==> src/rtl/fetch_pkg.sv <==
// Shared definitions for the fetch stage: NOP encoding, default reset PC and
// the width helper used for queue occupancy counters.
package fetch_pkg;

    // Instruction word presented to decode whenever nothing valid is available.
    localparam int NOP_INSTR      = 0;
    // Default program counter fetched first after reset.
    localparam int FETCH_RESET_PC = 0;

    // Bits needed to hold an occupancy value in the range 0..depth.
    function automatic int occ_width(input int depth);
        return $clog2(depth + 1);
    endfunction

endpackage

==> src/rtl/fetch_fifo.sv <==
// Synchronous show-ahead FIFO with clear. Pointers carry one extra wrap bit so
// full and empty are told apart without a separate counter register.
module fetch_fifo
    import fetch_pkg::*;
#(
    parameter int WIDTH = 28,
    parameter int DEPTH = 4
) (
    input  logic                         clock,
    input  logic                         reset,
    input  logic                         clear,
    input  logic                         push,
    input  logic                         pop,
    input  logic [WIDTH-1:0]             wdata,
    output logic [WIDTH-1:0]             head,
    output logic [occ_width(DEPTH)-1:0]  count,
    output logic                         empty
);

    localparam int AW = $clog2(DEPTH);
    localparam int CW = occ_width(DEPTH);

    logic [AW:0]      wr_ptr;
    logic [AW:0]      rd_ptr;
    logic [AW:0]      fill;
    logic             full;
    logic             do_push;
    logic             do_pop;
    logic [WIDTH-1:0] mem [DEPTH];

    assign fill    = wr_ptr - rd_ptr;
    assign empty   = (wr_ptr == rd_ptr);
    assign full    = (wr_ptr[AW] != rd_ptr[AW]) && (wr_ptr[AW-1:0] == rd_ptr[AW-1:0]);
    assign count   = CW'(fill);
    assign do_pop  = pop && !empty;
    // A full queue may still take a write when the head leaves in the same cycle.
    assign do_push = push && (!full || do_pop);
    // Head is read combinationally so decode sees the entry the cycle it lands.
    assign head    = mem[rd_ptr[AW-1:0]];

    // Pointer update; clear wins over any push/pop in the same cycle.
    always_ff @(posedge clock or posedge reset) begin
        if (reset) begin
            wr_ptr <= '0;
            rd_ptr <= '0;
        end else if (clear) begin
            wr_ptr <= '0;
            rd_ptr <= '0;
        end else begin
            if (do_push) wr_ptr <= wr_ptr + 1'b1;
            if (do_pop)  rd_ptr <= rd_ptr + 1'b1;
        end
    end

    // Storage write; contents need no reset because empty gates every read.
    always_ff @(posedge clock) begin
        if (do_push && !clear) mem[wr_ptr[AW-1:0]] <= wdata;
    end

endmodule

==> src/rtl/fetch_prefetch.sv <==
// Fetch stage: streams sequential PCs to program memory, pairs each one-cycle
// response with its PC and queues it for decode. Redirect and flush discard
// both queued entries and the response currently returning from memory.
module fetch_prefetch
    import fetch_pkg::*;
#(
    parameter int PC_WIDTH     = 12,
    parameter int PMEM_WIDTH   = 16,
    parameter int PC_INCREMENT = 2,
    parameter int DEPTH        = 4,
    parameter int RESET_PC     = FETCH_RESET_PC
) (
    input  logic                         clock,
    input  logic                         reset,
    input  logic                         in_set_pc,
    input  logic [PC_WIDTH-1:0]          in_new_pc,
    input  logic                         in_flush,
    input  logic                         in_dc_ready,
    input  logic [PMEM_WIDTH-1:0]        in_instr,
    output logic [PC_WIDTH-1:0]          out_pmem_addr,
    output logic                         out_pmem_en,
    output logic                         out_valid,
    output logic [PMEM_WIDTH-1:0]        out_instr,
    output logic [PC_WIDTH-1:0]          out_pc,
    output logic [occ_width(DEPTH)-1:0]  out_count
);

    localparam int CW = occ_width(DEPTH);
    localparam int EW = PC_WIDTH + PMEM_WIDTH;

    logic [PC_WIDTH-1:0]   fetch_pc;
    logic [PC_WIDTH-1:0]   inflight_pc;
    logic [PC_WIDTH-1:0]   last_pc;
    logic                  inflight;
    logic                  discard;
    logic                  push;
    logic                  pop;
    logic [CW:0]           occupancy;
    logic [EW-1:0]         q_head;
    logic [CW-1:0]         q_count;
    logic                  q_empty;
    logic [PC_WIDTH-1:0]   head_pc;
    logic [PMEM_WIDTH-1:0] head_instr;

    fetch_fifo #(
        .WIDTH (EW),
        .DEPTH (DEPTH)
    ) u_queue (
        .clock (clock),
        .reset (reset),
        .clear (discard),
        .push  (push),
        .pop   (pop),
        .wdata ({inflight_pc, in_instr}),
        .head  (q_head),
        .count (q_count),
        .empty (q_empty)
    );

    assign head_pc    = q_head[EW-1 -: PC_WIDTH];
    assign head_instr = q_head[PMEM_WIDTH-1:0];
    assign out_count  = q_count;

    // Hand-off to decode, queue control and the issue/redirect address mux.
    always_comb begin
        discard       = in_set_pc || in_flush;
        out_valid     = !q_empty && !discard;
        pop           = out_valid && in_dc_ready;
        push          = inflight && !discard;
        out_instr     = out_valid ? head_instr : PMEM_WIDTH'(NOP_INSTR);
        out_pc        = out_valid ? head_pc : last_pc;
        // Slots already promised: queued entries plus the returning response,
        // minus the one leaving now. Issuing only below DEPTH means every
        // response always finds room.
        occupancy     = {1'b0, q_count} + (CW+1)'(inflight) - (CW+1)'(pop);
        out_pmem_addr = in_set_pc ? in_new_pc : fetch_pc;
        if (reset)          out_pmem_en = 1'b0;
        else if (in_set_pc) out_pmem_en = 1'b1;
        else if (in_flush)  out_pmem_en = 1'b0;
        else                out_pmem_en = (occupancy < (CW+1)'(DEPTH));
    end

    // Fetch pointer, in-flight tracking and the PC shown while decode sees no entry.
    always_ff @(posedge clock or posedge reset) begin
        if (reset) begin
            fetch_pc    <= PC_WIDTH'(RESET_PC);
            inflight    <= 1'b0;
            inflight_pc <= '0;
            last_pc     <= '0;
        end else begin
            if (in_set_pc)        fetch_pc <= in_new_pc + PC_WIDTH'(PC_INCREMENT);
            else if (out_pmem_en) fetch_pc <= fetch_pc + PC_WIDTH'(PC_INCREMENT);
            inflight    <= out_pmem_en;
            inflight_pc <= out_pmem_addr;
            if (out_valid) last_pc <= head_pc;
        end
    end

endmodule

==> config.mk <==
export PLATFORM = sky130hd
export DESIGN_NAME = fetch_prefetch
export DESIGN_NICKNAME = d
export VERILOG_FILES = /design/src/rtl/fetch_pkg.sv /design/src/rtl/fetch_fifo.sv /design/src/rtl/fetch_prefetch.sv
export SDC_FILE = /design/constraint.sdc
export NUM_CORES = 1
export LEC_CHECK = 0
export ABC_CLOCK_PERIOD_IN_PS = 9800
export BUFFER_PORTS_ARGS = -buffer_cell sky130_fd_sc_hd__clkbuf_2
export CELL_PAD_IN_SITES_DETAIL_PLACEMENT = 1
export CELL_PAD_IN_SITES_GLOBAL_PLACEMENT = 2
export CORE_ASPECT_RATIO = 2
export CORE_UTILIZATION = 46
export DETAILED_ROUTE_END_ITERATION = 16
export PLACE_DENSITY_LB_ADDON = 0.3
export SETUP_SLACK_MARGIN = 0.2
export SLEW_MARGIN = 0
export SYNTH_ARGS = -nofsm -noshare
export SYNTH_HDL_FRONTEND = slang
export SYNTH_HIERARCHICAL = 1
export SYNTH_SLANG_ARGS = --single-unit
==> constraint.sdc <==
create_clock -name clock -period 9.8 [get_ports clock]
set_clock_uncertainty 0.1 [all_clocks]
set_input_delay 0.49 -clock clock [delete_from_list [all_inputs] [get_ports clock]]
set_output_delay 0.49 -clock clock [all_outputs]
set_load 0.02 [all_outputs]
; After elaboration in Yosys (flattened, before gate mapping)
; Memory sizes are Yosys's and may differ from the RTL's.
; Index checks and enable logic that the tools add are counted.
[totals]
register_bits = 43
latch_bits = 0
mem_bits_rw = 112
romBits = 0
input_bits = 33
out_inout_bits = 45
elab_cells = 47
n_memories = 1
[op_classes]
n_addsub = 7
n_mul = 0
div_mod_pow = 0
order_cmp = 1
eq_ne = 3
n_shift = 0
muxes = 14
bitwise = 0
n_reduce_logical = 15
[mem_list]
columns = name, words, width, read_ports, rd_clocked_by_memory_dff, wr, line_no
row1 = u_queue.mem, 4, 28, 1, 0, 1, fetch_fifo.sv:29  ; logic [WIDTH-1:0] mem [DEPTH];
[ops]
columns = cell, n
row1 = 12-bit two-way mux, 4
row2 = 12-bit by 2-bit adder with 12-bit output (second input constant), 2
row3 = 16-bit two-way mux, 1
row4 = 3-bit two-way mux, 4
row5 = 1-bit logical AND, 7
row6 = 3-bit by 1-bit adder with 3-bit output (second input constant), 2
row7 = 2-bit nonzero test, 3
row8 = 1-bit two-way mux, 5
row9 = 3-bit by 1-bit adder with 4-bit output, 1
row10 = 4-bit by 3-bit less-than comparator with 1-bit output (second input constant), 1
row11 = 4-bit by 1-bit subtractor with 4-bit output, 1
row12 = 3-bit equality test, 1
row13 = 1-bit zero test, 3
row14 = 3-bit subtractor, 1
row15 = 2-bit equality test, 1
row16 = 1-bit logical OR, 2
row17 = 1-bit != test, 1

; Depth between registers and ports, before layout
; Gate-level depths: netlist (run 1).
[logic_depth]
word_depth = 11
mapped_depth = 17
ltp_nobuf = 14

; Modules after synthesis
; Netlist (run 1), hierarchy kept.
[by_module_without_submodules]
columns = mod, n_inst, cells_each, area_each_um2, seq_area_each_um2
row1 = fetch_fifo, 1, 200, 4545.6, 3513.4
row2 = fetch_prefetch, 1, 156, 1863.0, 925.9

; Worst setup path after synthesis (run 1)
; OpenSTA, ideal clock, no wires.
[synth_timing]
path_kind = flip-flop to output port
start = reg u_queue.rd_ptr[1]
end = out out_pmem_en
t_arrival_ns = 3.450
slack_ns = 5.760
path_stages_with_launch = 16
path_cell_list = dfrtp_1 clkbuf_1 inv_1 ha_1 and2_1 and2_2 nor2_1 clkbuf_1 and2_1 ha_1 inv_1 ha_1 and3b_1 o41ai_2 a21oi_1 nor2_1
[synth_between]
elab_chain_len = 9
word_cells_on_any_way = 11
[synth_rtl]
columns = element, line_no
row1 = "start, declared", fetch_fifo.sv:24  ; logic [AW:0] rd_ptr;
row2 = "start signal, assigned", fetch_fifo.sv:51  ; if (do_pop) rd_ptr <= rd_ptr + 1'b1;
row3 = 3-bit equality test, fetch_fifo.sv:32  ; assign empty = (wr_ptr == rd_ptr);
row4 = net q_empty, fetch_prefetch.sv:41  ; logic q_empty;
row5 = 1-bit zero test, fetch_prefetch.sv:67  ; out_valid = !q_empty && !discard;
row6 = 1-bit logical AND, fetch_prefetch.sv:67
row7 = net out_valid, fetch_prefetch.sv:22  ; output logic out_valid,
row8 = 1-bit logical AND, fetch_prefetch.sv:68  ; pop = out_valid && in_dc_ready;
row9 = net pop, fetch_prefetch.sv:37  ; logic pop;
row10 = 4-bit by 1-bit subtractor with 4-bit output, fetch_prefetch.sv:75  ; occupancy = {1'b0, q_count} + (CW+1)'(inflight) - (CW+1)'(pop);
row11 = 4-bit by 3-bit less-than comparator with 1-bit output, fetch_prefetch.sv:80  ; else out_pmem_en = (occupancy < (CW+1)'(DEPTH));
row12 = 1-bit two-way mux, fetch_prefetch.sv:79  ; else if (in_flush) out_pmem_en = 1'b0;
row13 = 1-bit two-way mux, fetch_prefetch.sv:78  ; else if (in_set_pc) out_pmem_en = 1'b1;
row14 = 1-bit two-way mux, fetch_prefetch.sv:77  ; if (reset) out_pmem_en = 1'b0;
row15 = "end, declared", fetch_prefetch.sv:21  ; output logic out_pmem_en,
; The timed path passes the listed nets, and every way through them passes these cells.

; Worst setup path after layout (run 1)
[layout_timing]
start = reg u_queue.wr_ptr[0]
end = out out_pmem_en
[layout_between]
elab_chain_len = 9
word_cells_on_any_way = 11
[layout_rtl]
columns = element, line_no
row1 = "start, declared", fetch_fifo.sv:23  ; logic [AW:0] wr_ptr;
row2 = "start signal, assigned", fetch_fifo.sv:50  ; if (do_push) wr_ptr <= wr_ptr + 1'b1;
row3 = 3-bit equality test, fetch_fifo.sv:32
row4 = net q_empty, fetch_prefetch.sv:41
row5 = 1-bit zero test, fetch_prefetch.sv:67
row6 = 1-bit logical AND, fetch_prefetch.sv:67
row7 = 1-bit logical AND, fetch_prefetch.sv:68
row8 = net pop, fetch_prefetch.sv:37
row9 = 4-bit by 1-bit subtractor with 4-bit output, fetch_prefetch.sv:75
row10 = 4-bit by 3-bit less-than comparator with 1-bit output, fetch_prefetch.sv:80
row11 = 1-bit two-way mux, fetch_prefetch.sv:79
row12 = 1-bit two-way mux, fetch_prefetch.sv:78
row13 = 1-bit two-way mux, fetch_prefetch.sv:77
; The timed path passes the listed nets, and every way through them passes these cells.

==> insert_results.sql, run 1 <==
INSERT INTO impl_metrics (metric_group, metric, value, unit) VALUES
('clock_tree', 'insertion_delay', '420', 'ps'),
('critical_path', 'cp_top_family', 'simple AND/OR/NAND/NOR gates', ''),
('logic_synthesis', 'synth_async_sr_flop_share', '0.277', ''),
('sta', 'finalMaxSlewViolations', '0', ''),
('route', 'detail_route.wl_per_cell', '20.4', 'um'),
('route', 'firstDrtPassIters', '4', ''),
('critical_path', 'worst_setup_path_endpoint', 'out_pmem_en', ''),
('route', 'drc_viols', '0', ''),
('floorplanning', 'rows', '60', ''),
('final_layout', 'fill_cells', '1295', ''),
('clock_tree', 'tritoncts', 'yes', ''),
('floorplanning', 'die_area', '14400', 'um2'),
('floorplanning', 'die_y', '169', 'um'),
('logic_synthesis', 'synth-seq-area-share', '0.693', ''),
('place', 'io_buffers', '77', ''),
('global_route', 'grt_pass1_wl', '20100', 'um'),
('clock_tree', 'postCtsSetupBuffers', '0', ''),
('floorplanning', 'core_region_area', '13500', 'um2'),
('route', 'route.antenna.remaining_nets', '0', ''),
('critical_path', 'critical_path.endpoint_type', 'output pin', ''),
('place', 'place.gp.congestion', '0.779', ''),
('critical_path', 'crit-reg2reg-launch', 'u_queue/wr_ptr[0]$_DFFE_PP0P_', ''),
('floorplanning', 'floorplan.initialDensity', '0.474', ''),
('global_route', 'globalRouteOverflowTotal', '0', ''),
('logic_synthesis', 'syn_inst', '356', ''),
('final_layout', 'fin_area', '7510', 'um2'),
('flow_run', 'maxCapViolCount', '0', ''),
('final_layout', 'stdcell_count', '611', ''),
('hold_path', 'hp-class', 'in2reg', ''),
('final_layout', 'area_growth_syn_to_layout', '17.2', '%'),
('logic_synthesis', 'synth_ff_type', 'sky130_fd_sc_hd__edfxtp_1', ''),
('sta', 'transition_time_at_the_pin_with_the_least_slew_margin', '836', 'ps'),
('global_route', 'track_usage', '0.191', ''),
('place', 'pre_cts_ws', '6080', 'ps'),
('logic_synthesis', 'synth_edf_count', '112', ''),
('global_route', 'grt_start_max_net_pins', '39', ''),
('sta', 'grt_setup_unrepaired', 'no', ''),
('sta', 'setup_viol_count_final', '0', ''),
('critical_path', 'path_common_cell', 'sky130_fd_sc_hd__ha_1', ''),
('critical_path', 'regToRegEndpoint', 'fetch_pc[10]$_DFFE_PP0P_', ''),
('critical_path', 'series_of_cell_instances_along_the_critical_path', 'inv_1 -> ha_1 -> and2_1 -> and2_2 -> nor2_2 -> and2_1 -> ha_1 -> inv_1 -> ha_1 -> and3b_1 -> o41ai_2 -> a21oi_1 -> nor2_1 -> clkbuf_2', ''),
('critical_path', 'cp.arrival', '3370', 'ps'),
('critical_path', 'worstSetupPathDepth', '14', ''),
('floorplanning', 'die_w', '85.5', 'um'),
('logic_synthesis', 'postSynthNetCount', '401', ''),
('critical_path', 'timing.critical_path.required', '9210', 'ps'),
('route', 'maxUsedRoutingLayer', 'met4', ''),
('power', 'leakage_power', '0.00289', 'uW'),
('global_route', 'antenna_found_initial', '0', ''),
('logic_synthesis', 'ys_types', '44', ''),
('critical_path', 'critical_path_class', 'reg2out', ''),
('global_route', 'number_of_global_route_vias_before_repair', '3781', ''),
('clock_tree', 'numCtsBuffers', '17', ''),
('critical_path', 'critical_path.startpoint_type', 'flip-flop', ''),
('route', 'drt_first_iter_violations', '112', ''),
('route', 'met3_length', '476', 'um'),
('critical_path', 'critPathBufInv', '3', ''),
('critical_path', 'path_max_fanout', '4', ''),
('route', 'drt_total_wl', '12500', 'um'),
('status', 'run_status', 'finished clean', ''),
('clock_tree', 'cts.sink_count', '155', ''),
('floorplanning', 'ioPinCount', '78', ''),
('logic_synthesis', 'synth_warnings', '6', ''),
('route', 'vias_per_cell', '5.52', ''),
('sta', 'slew-limit-headroom', '0.442', ''),
('logic_synthesis', 'flip_flop_and_latch_count_after_synthesis', '155', ''),
('hold_path', 'worstHoldStart', 'in_instr[3]', ''),
('hold_path', 'holdPathStages', '1', ''),
('critical_path', 'largest_stage_delay_on_the_critical_path', '410', 'ps'),
('route', 'vias', '3370', ''),
('place', 'place.detailed.hpwl', '7990', 'um');
[worst reg2reg max path, cell delays in order, from the launching register on]
cell and delay, ps:
sky130_fd_sc_hd__dfrtp_1 410, sky130_fd_sc_hd__inv_1 120, sky130_fd_sc_hd__ha_1 330, sky130_fd_sc_hd__and2_1 180
sky130_fd_sc_hd__and2_2 210, sky130_fd_sc_hd__nor2_2 120, sky130_fd_sc_hd__and2_1 180, sky130_fd_sc_hd__ha_1 150
sky130_fd_sc_hd__inv_1 40, sky130_fd_sc_hd__ha_1 260, sky130_fd_sc_hd__and3b_1 200, sky130_fd_sc_hd__o41ai_2 320
sky130_fd_sc_hd__a31o_2 470, sky130_fd_sc_hd__mux2_2 390
[cells in the mapped netlist, types with 5 or more instances]
cell | number | area [um2]
sky130_fd_sc_hd__and2_1 | 19 | 119
sky130_fd_sc_hd__clkbuf_1 | 5 | 18.8
sky130_fd_sc_hd__dfrtp_1 | 43 | 1080
sky130_fd_sc_hd__edfxtp_1 | 112 | 3360
sky130_fd_sc_hd__ha_1 | 11 | 138
sky130_fd_sc_hd__inv_1 | 19 | 71.3
sky130_fd_sc_hd__mux2_2 | 22 | 248
sky130_fd_sc_hd__mux2_4 | 8 | 120
sky130_fd_sc_hd__mux2i_1 | 6 | 60.1
sky130_fd_sc_hd__mux4_2 | 28 | 631
sky130_fd_sc_hd__nand2_1 | 13 | 48.8
sky130_fd_sc_hd__nor2_1 | 7 | 26.3
sky130_fd_sc_hd__xnor2_1 | 7 | 61.3
[worst min path at each step]
stage	end	slack, ps
after floorplan	u_queue/rd_ptr[0]$_DFFE_PP0P_	180
after global placement	u_queue/wr_ptr[2]$_DFFE_PP0P_	350
after detailed placement	u_queue/wr_ptr[2]$_DFFE_PP0P_	340
after CTS	u_queue/mem[3][12]$_DFFE_PP_	180
after global routing	u_queue/mem[2][12]$_DFFE_PP_	180
final	u_queue/mem[0][3]$_DFFE_PP_	190
[layer usage]
metal	global-route usage	vias up
met4	0.0703	0
met3	0.0483	16
met5	0	-
li1	-	1534
met1	0.212	1742
met2	0.347	78
[cells by family (layout without fill, tap and decap cells)]
group / count (synthesis) / count (layout) / synth area share
AO/OA/AOI/OAI: 18 / 18 / 0.0219
XOR/XNOR: 11 / 11 / 0.0162
adder cells (fa/ha/maj): 12 / 12 / 0.0246
buffers and inverters: 34 / 134 / 0.0248
flip-flops: 155 / 155 / 0.693
multiplexers: 64 / 64 / 0.165
AND/OR/NAND/NOR: 62 / 62 / 0.0547
[through the flow]
stage	hold WS [ps]	util	power, uW
2_1_floorplan	181	-	872
5_1_grt	177	0.556	1590
3_5_place_dp	344	0.513	923
6_report	193	0.556	1540
4_1_cts	176	0.556	1550
3_3_place_gp	347	0.513	915
[sequential cells by signal (all words and copies together) (netlist names)]
| register | cells |
|---|---|
| inflight_pc | 12 |
| last_pc | 12 |
| fetch_pc | 12 |
| u_queue/rd_ptr | 3 |
| inflight | 1 |
| u_queue/wr_ptr | 3 |
| u_queue/mem | 112 |
[where the power goes]
| group | total, uW | switching [uW] | internal, uW |
|---|---|---|---|
| clock | 627 | 273 | 354 |
| sequential | 773 | 25.5 | 748 |
| combinational | 137 | 78.9 | 58.4 |
| total | 1540 | 377 | 1160 |
[repair_timing]
| action | in CTS | in global routing |
|---|---|---|
| hold buffers | 1 | 0 |
| hold endpoints to repair | 6 | 0 |
| endpoints found under the setup margin | 0 | 0 |
[layout make-up]
type	count	area, um2	share of cell area
clock inverters	15	140	0.0187
repair buffers	82	425	0.0566
inverters	20	75.1	0.00999
multi-input cells	167	1810	0.241
well taps	155	194	0.0258
clock buffers	17	425	0.0566
flip-flops and latches	155	4440	0.591
Note: power is estimated with default switching activity, not from simulation.
==> run 2: changes to the inputs <==
- ABC_CLOCK_PERIOD_IN_PS: 9800 -> 3600
- CORE_UTILIZATION: 46 -> 39
- clock period: 9.8 -> 3.6 ns (I/O delays scaled with it)
==> insert_results.sql, run 2 (same netlist as run 1, synthesis figures left out) <==
INSERT INTO impl_metrics (metric_group, metric, value, unit) VALUES
('status', 'run_status', 'finished, violations left', ''),
('status', 'violations', 'design-rule violations', ''),
('sta', 'finalCriticalPeriod', '3420', 'ps'),
('power', 'irDropWorstVdd', '0.325', 'mV'),
('final_layout', 'area_growth_syn_to_layout', '27.1', '%'),
('critical_path', 'critical_path.endpoint_type', 'output pin', ''),
('clock_tree', 'numCtsBuffers', '17', ''),
('critical_path', 'cp.arrival', '3140', 'ps'),
('critical_path', 'worst_r2r_path_depth', '16', ''),
('floorplanning', 'floorplan.initialDensity', '0.396', ''),
('route', 'firstDrtPassIters', '10', ''),
('route', 'drt_total_wl', '13200', 'um'),
('route', 'vias_per_cell', '4.95', ''),
('route', 'route.antenna.remaining_nets', '0', ''),
('sta', 'totalNegativeSetupSlack', '0', 'ps'),
('sta', 'finalMaxSlewViolations', '0', ''),
('final_layout', 'mostFrequentLayoutCell', 'sky130_fd_sc_hd__edfxtp_1', ''),
('clock_tree', 'root_buffer', 'sky130_fd_sc_hd__clkbuf_16', ''),
('floorplanning', 'rows', '66', ''),
('floorplanning', 'die_area', '17000', 'um2'),
('critical_path', 'largest_stage_delay_on_the_critical_path', '400', 'ps'),
('critical_path', 'series_of_cell_instances_along_the_critical_path', 'inv_2 -> ha_4 -> and2_4 -> and2_4 -> nor2_4 -> and2_4 -> ha_4 -> inv_4 -> ha_4 -> and3b_2 -> buf_6 -> o211ai_4 -> o41ai_4 -> a21oi_1 -> nor2_1 -> buf_4', ''),
('critical_path', 'path_max_fanout', '3', ''),
('final_layout', 'antenna-diode-count', '0', ''),
('clock_tree', 'worst_setup_hold_path_clk_slew', '70', 'ps'),
('clock_tree', 'clock_tree.htree_level_count', '4', ''),
('route', 'vias', '3512', ''),
('route', 'detail_route.wl_per_cell', '18.6', 'um'),
('place', 'place.detailed.hpwl', '8180', 'um'),
('clock_tree', 'insertion_delay', '410', 'ps'),
('critical_path', 'timing.critical_path.from', 'u_queue/wr_ptr[0]$_DFFE_PP0P_', ''),
('floorplanning', 'ioPinCount', '78', ''),
('sta', 'max_clock_freq', '0.292', 'GHz'),
('critical_path', 'critical_path_class', 'reg2out', ''),
('sta', 'slew-limit-headroom', '0.596', ''),
('global_route', 'track_usage', '0.168', ''),
('critical_path', 'critical-path-slowest-cell', 'sky130_fd_sc_hd__dfrtp_1', ''),
('flow_run', 'maxCapViolCount', '0', ''),
('final_layout', 'fin_nets', '537', ''),
('final_layout', 'fill_cells', '1614', ''),
('critical_path', 'reg2reg_slack', '290', 'ps'),
('global_route', 'antenna_found_initial', '0', ''),
('place', 'io_buffers', '77', ''),
('route', 'drt_first_iter_violations', '105', ''),
('critical_path', 'regToRegEndpoint', 'fetch_pc[4]$_DFFE_PP0P_', ''),
('sta', 'setup_viol_count_final', '0', ''),
('power', 'totalPowerFinal', '4240', 'uW'),
('global_route', 'globalRouteOverflowTotal', '0', ''),
('sta', 'transition_time_at_the_pin_with_the_least_slew_margin', '600', 'ps'),
('clock_tree', 'cts.sink_count', '155', ''),
('global_route', 'grt_start_max_net_pins', '39', ''),
('floorplanning', 'core_region_area', '16200', 'um2'),
('critical_path', 'worst_setup_path_endpoint', 'out_pmem_en', ''),
('clock_tree', 'tritoncts', 'yes', ''),
('critical_path', 'cp_top_family', 'simple AND/OR/NAND/NOR gates', ''),
('power', 'pwr_density_cell', '520', 'nW/um2'),
('final_layout', 'final_layout_size_suffix_gt1_frac', '0.432', ''),
('global_route', 'number_of_global_route_vias_before_repair', '3956', ''),
('final_layout', 'largest_reg_flops', '112', ''),
('floorplanning', 'die_w', '92.6', 'um'),
('critical_path', 'worstSetupPathDepth', '16', ''),
('clock_tree', 'clock_tree.buffer_depth', '2', ''),
('sta', 'grt_setup_unrepaired', 'yes', ''),
('critical_path', 'critical_path.startpoint_type', 'flip-flop', ''),
('floorplanning', 'die_y', '183', 'um'),
('critical_path', 'timing.critical_path.required', '3320', 'ps'),
('hold_path', 'hp-class', 'in2reg', ''),
('critical_path', 'crit-reg2reg-launch', 'u_queue/wr_ptr[0]$_DFFE_PP0P_', ''),
('critical_path', 'critPathBufInv', '4', ''),
('place', 'place.gp.congestion', '0.749', ''),
('global_route', 'grt_pass1_wl', '20900', 'um'),
('sta', 'hold_fails_final_rpt', '0', ''),
('route', 'drc_viols', '1', ''),
('power', 'leakage_power', '0.00313', 'uW'),
('sta', 'period_share', '0.950', ''),
('final_layout', 'layout_common_cells', '112 x sky130_fd_sc_hd__edfxtp_1, 76 x sky130_fd_sc_hd__clkbuf_2, 41 x sky130_fd_sc_hd__dfrtp_1', '');
-- run 2: how the worst min path moves through the flow --
stage	start	to	slack (ps)	cells after the start
6_report	in_new_pc[6]	inflight_pc[6]$_DFF_PP0_	30	3
5_1_grt	in_new_pc[6]	inflight_pc[6]$_DFF_PP0_	40	3
4_1_cts	in_new_pc[6]	inflight_pc[6]$_DFF_PP0_	20	3
3_5_place_dp	reset	u_queue/wr_ptr[0]$_DFFE_PP0P_	40	2
3_3_place_gp	reset	u_queue/wr_ptr[2]$_DFFE_PP0P_	50	2
2_1_floorplan	reset	u_queue/rd_ptr[0]$_DFFE_PP0P_	-130	1
-- run 2: timing repair --
item,4_1_cts,5_1_grt
buffers inserted,14,4
hold buffers,26,0
gates cloned,0,0
endpoints found under the hold margin,118,0
resized for setup,15,8
endpoints found under the setup margin,10,14
pin swaps,11,10
-- run 2: per-layer routing --
| layer | track usage | routed length [um] |
|---|---|---|
| met5 | 0 | 0 |
| met4 | 0.0511 | 146 |
| met3 | 0.0361 | 298 |
| met2 | 0.326 | 7810 |
| met1 | 0.176 | 4930 |
-- run 2: worst register-to-register path, cell delays in order, from the launching register on --
cell and delay (ps):
sky130_fd_sc_hd__dfrtp_1 400, sky130_fd_sc_hd__inv_2 90, sky130_fd_sc_hd__ha_4 200, sky130_fd_sc_hd__and2_4 150
sky130_fd_sc_hd__and2_4 160, sky130_fd_sc_hd__nor2_4 100, sky130_fd_sc_hd__and2_4 180, sky130_fd_sc_hd__ha_4 140
sky130_fd_sc_hd__inv_4 40, sky130_fd_sc_hd__ha_4 200, sky130_fd_sc_hd__and3b_2 230, sky130_fd_sc_hd__buf_6 130
sky130_fd_sc_hd__o211ai_4 200, sky130_fd_sc_hd__o41ai_4 110, sky130_fd_sc_hd__buf_4 140, sky130_fd_sc_hd__a31o_4 290
sky130_fd_sc_hd__mux2_4 320
-- run 2: per-stage QoR --
step	hold slack [ps]	utilization	instances	instance area (um2)	setup slack (ps)
2_1_floorplan	-129	-	356	6440	205
3_3_place_gp	47.6	0.436	633	7050	194
3_5_place_dp	44.4	0.436	633	7050	47.3
4_1_cts	21.0	0.499	705	8080	204
5_1_grt	42.0	0.503	709	8150	35.4
6_report	25.9	0.503	709	8150	181
-- run 2: layout make-up --
type | count | area [um2] | share of cell area
clock buffers | 18 | 429 | 0.0527
inverters | 20 | 77.6 | 0.00952
well taps | 204 | 255 | 0.0313
clock inverters | 14 | 155 | 0.0190
flip-flops and latches | 155 | 4440 | 0.545
multi-input cells | 167 | 1900 | 0.234
repair buffers | 131 | 882 | 0.108
-- run 2: report_power, final --
group | total [uW] | internal (uW) | switching [uW] | leakage (uW)
combinational | 406 | 184 | 222 | 0.00132
sequential | 2100 | 2030 | 65.8 | 0.00154
clock | 1730 | 980 | 750 | 0.000276
total | 4240 | 3200 | 1040 | 0.00313
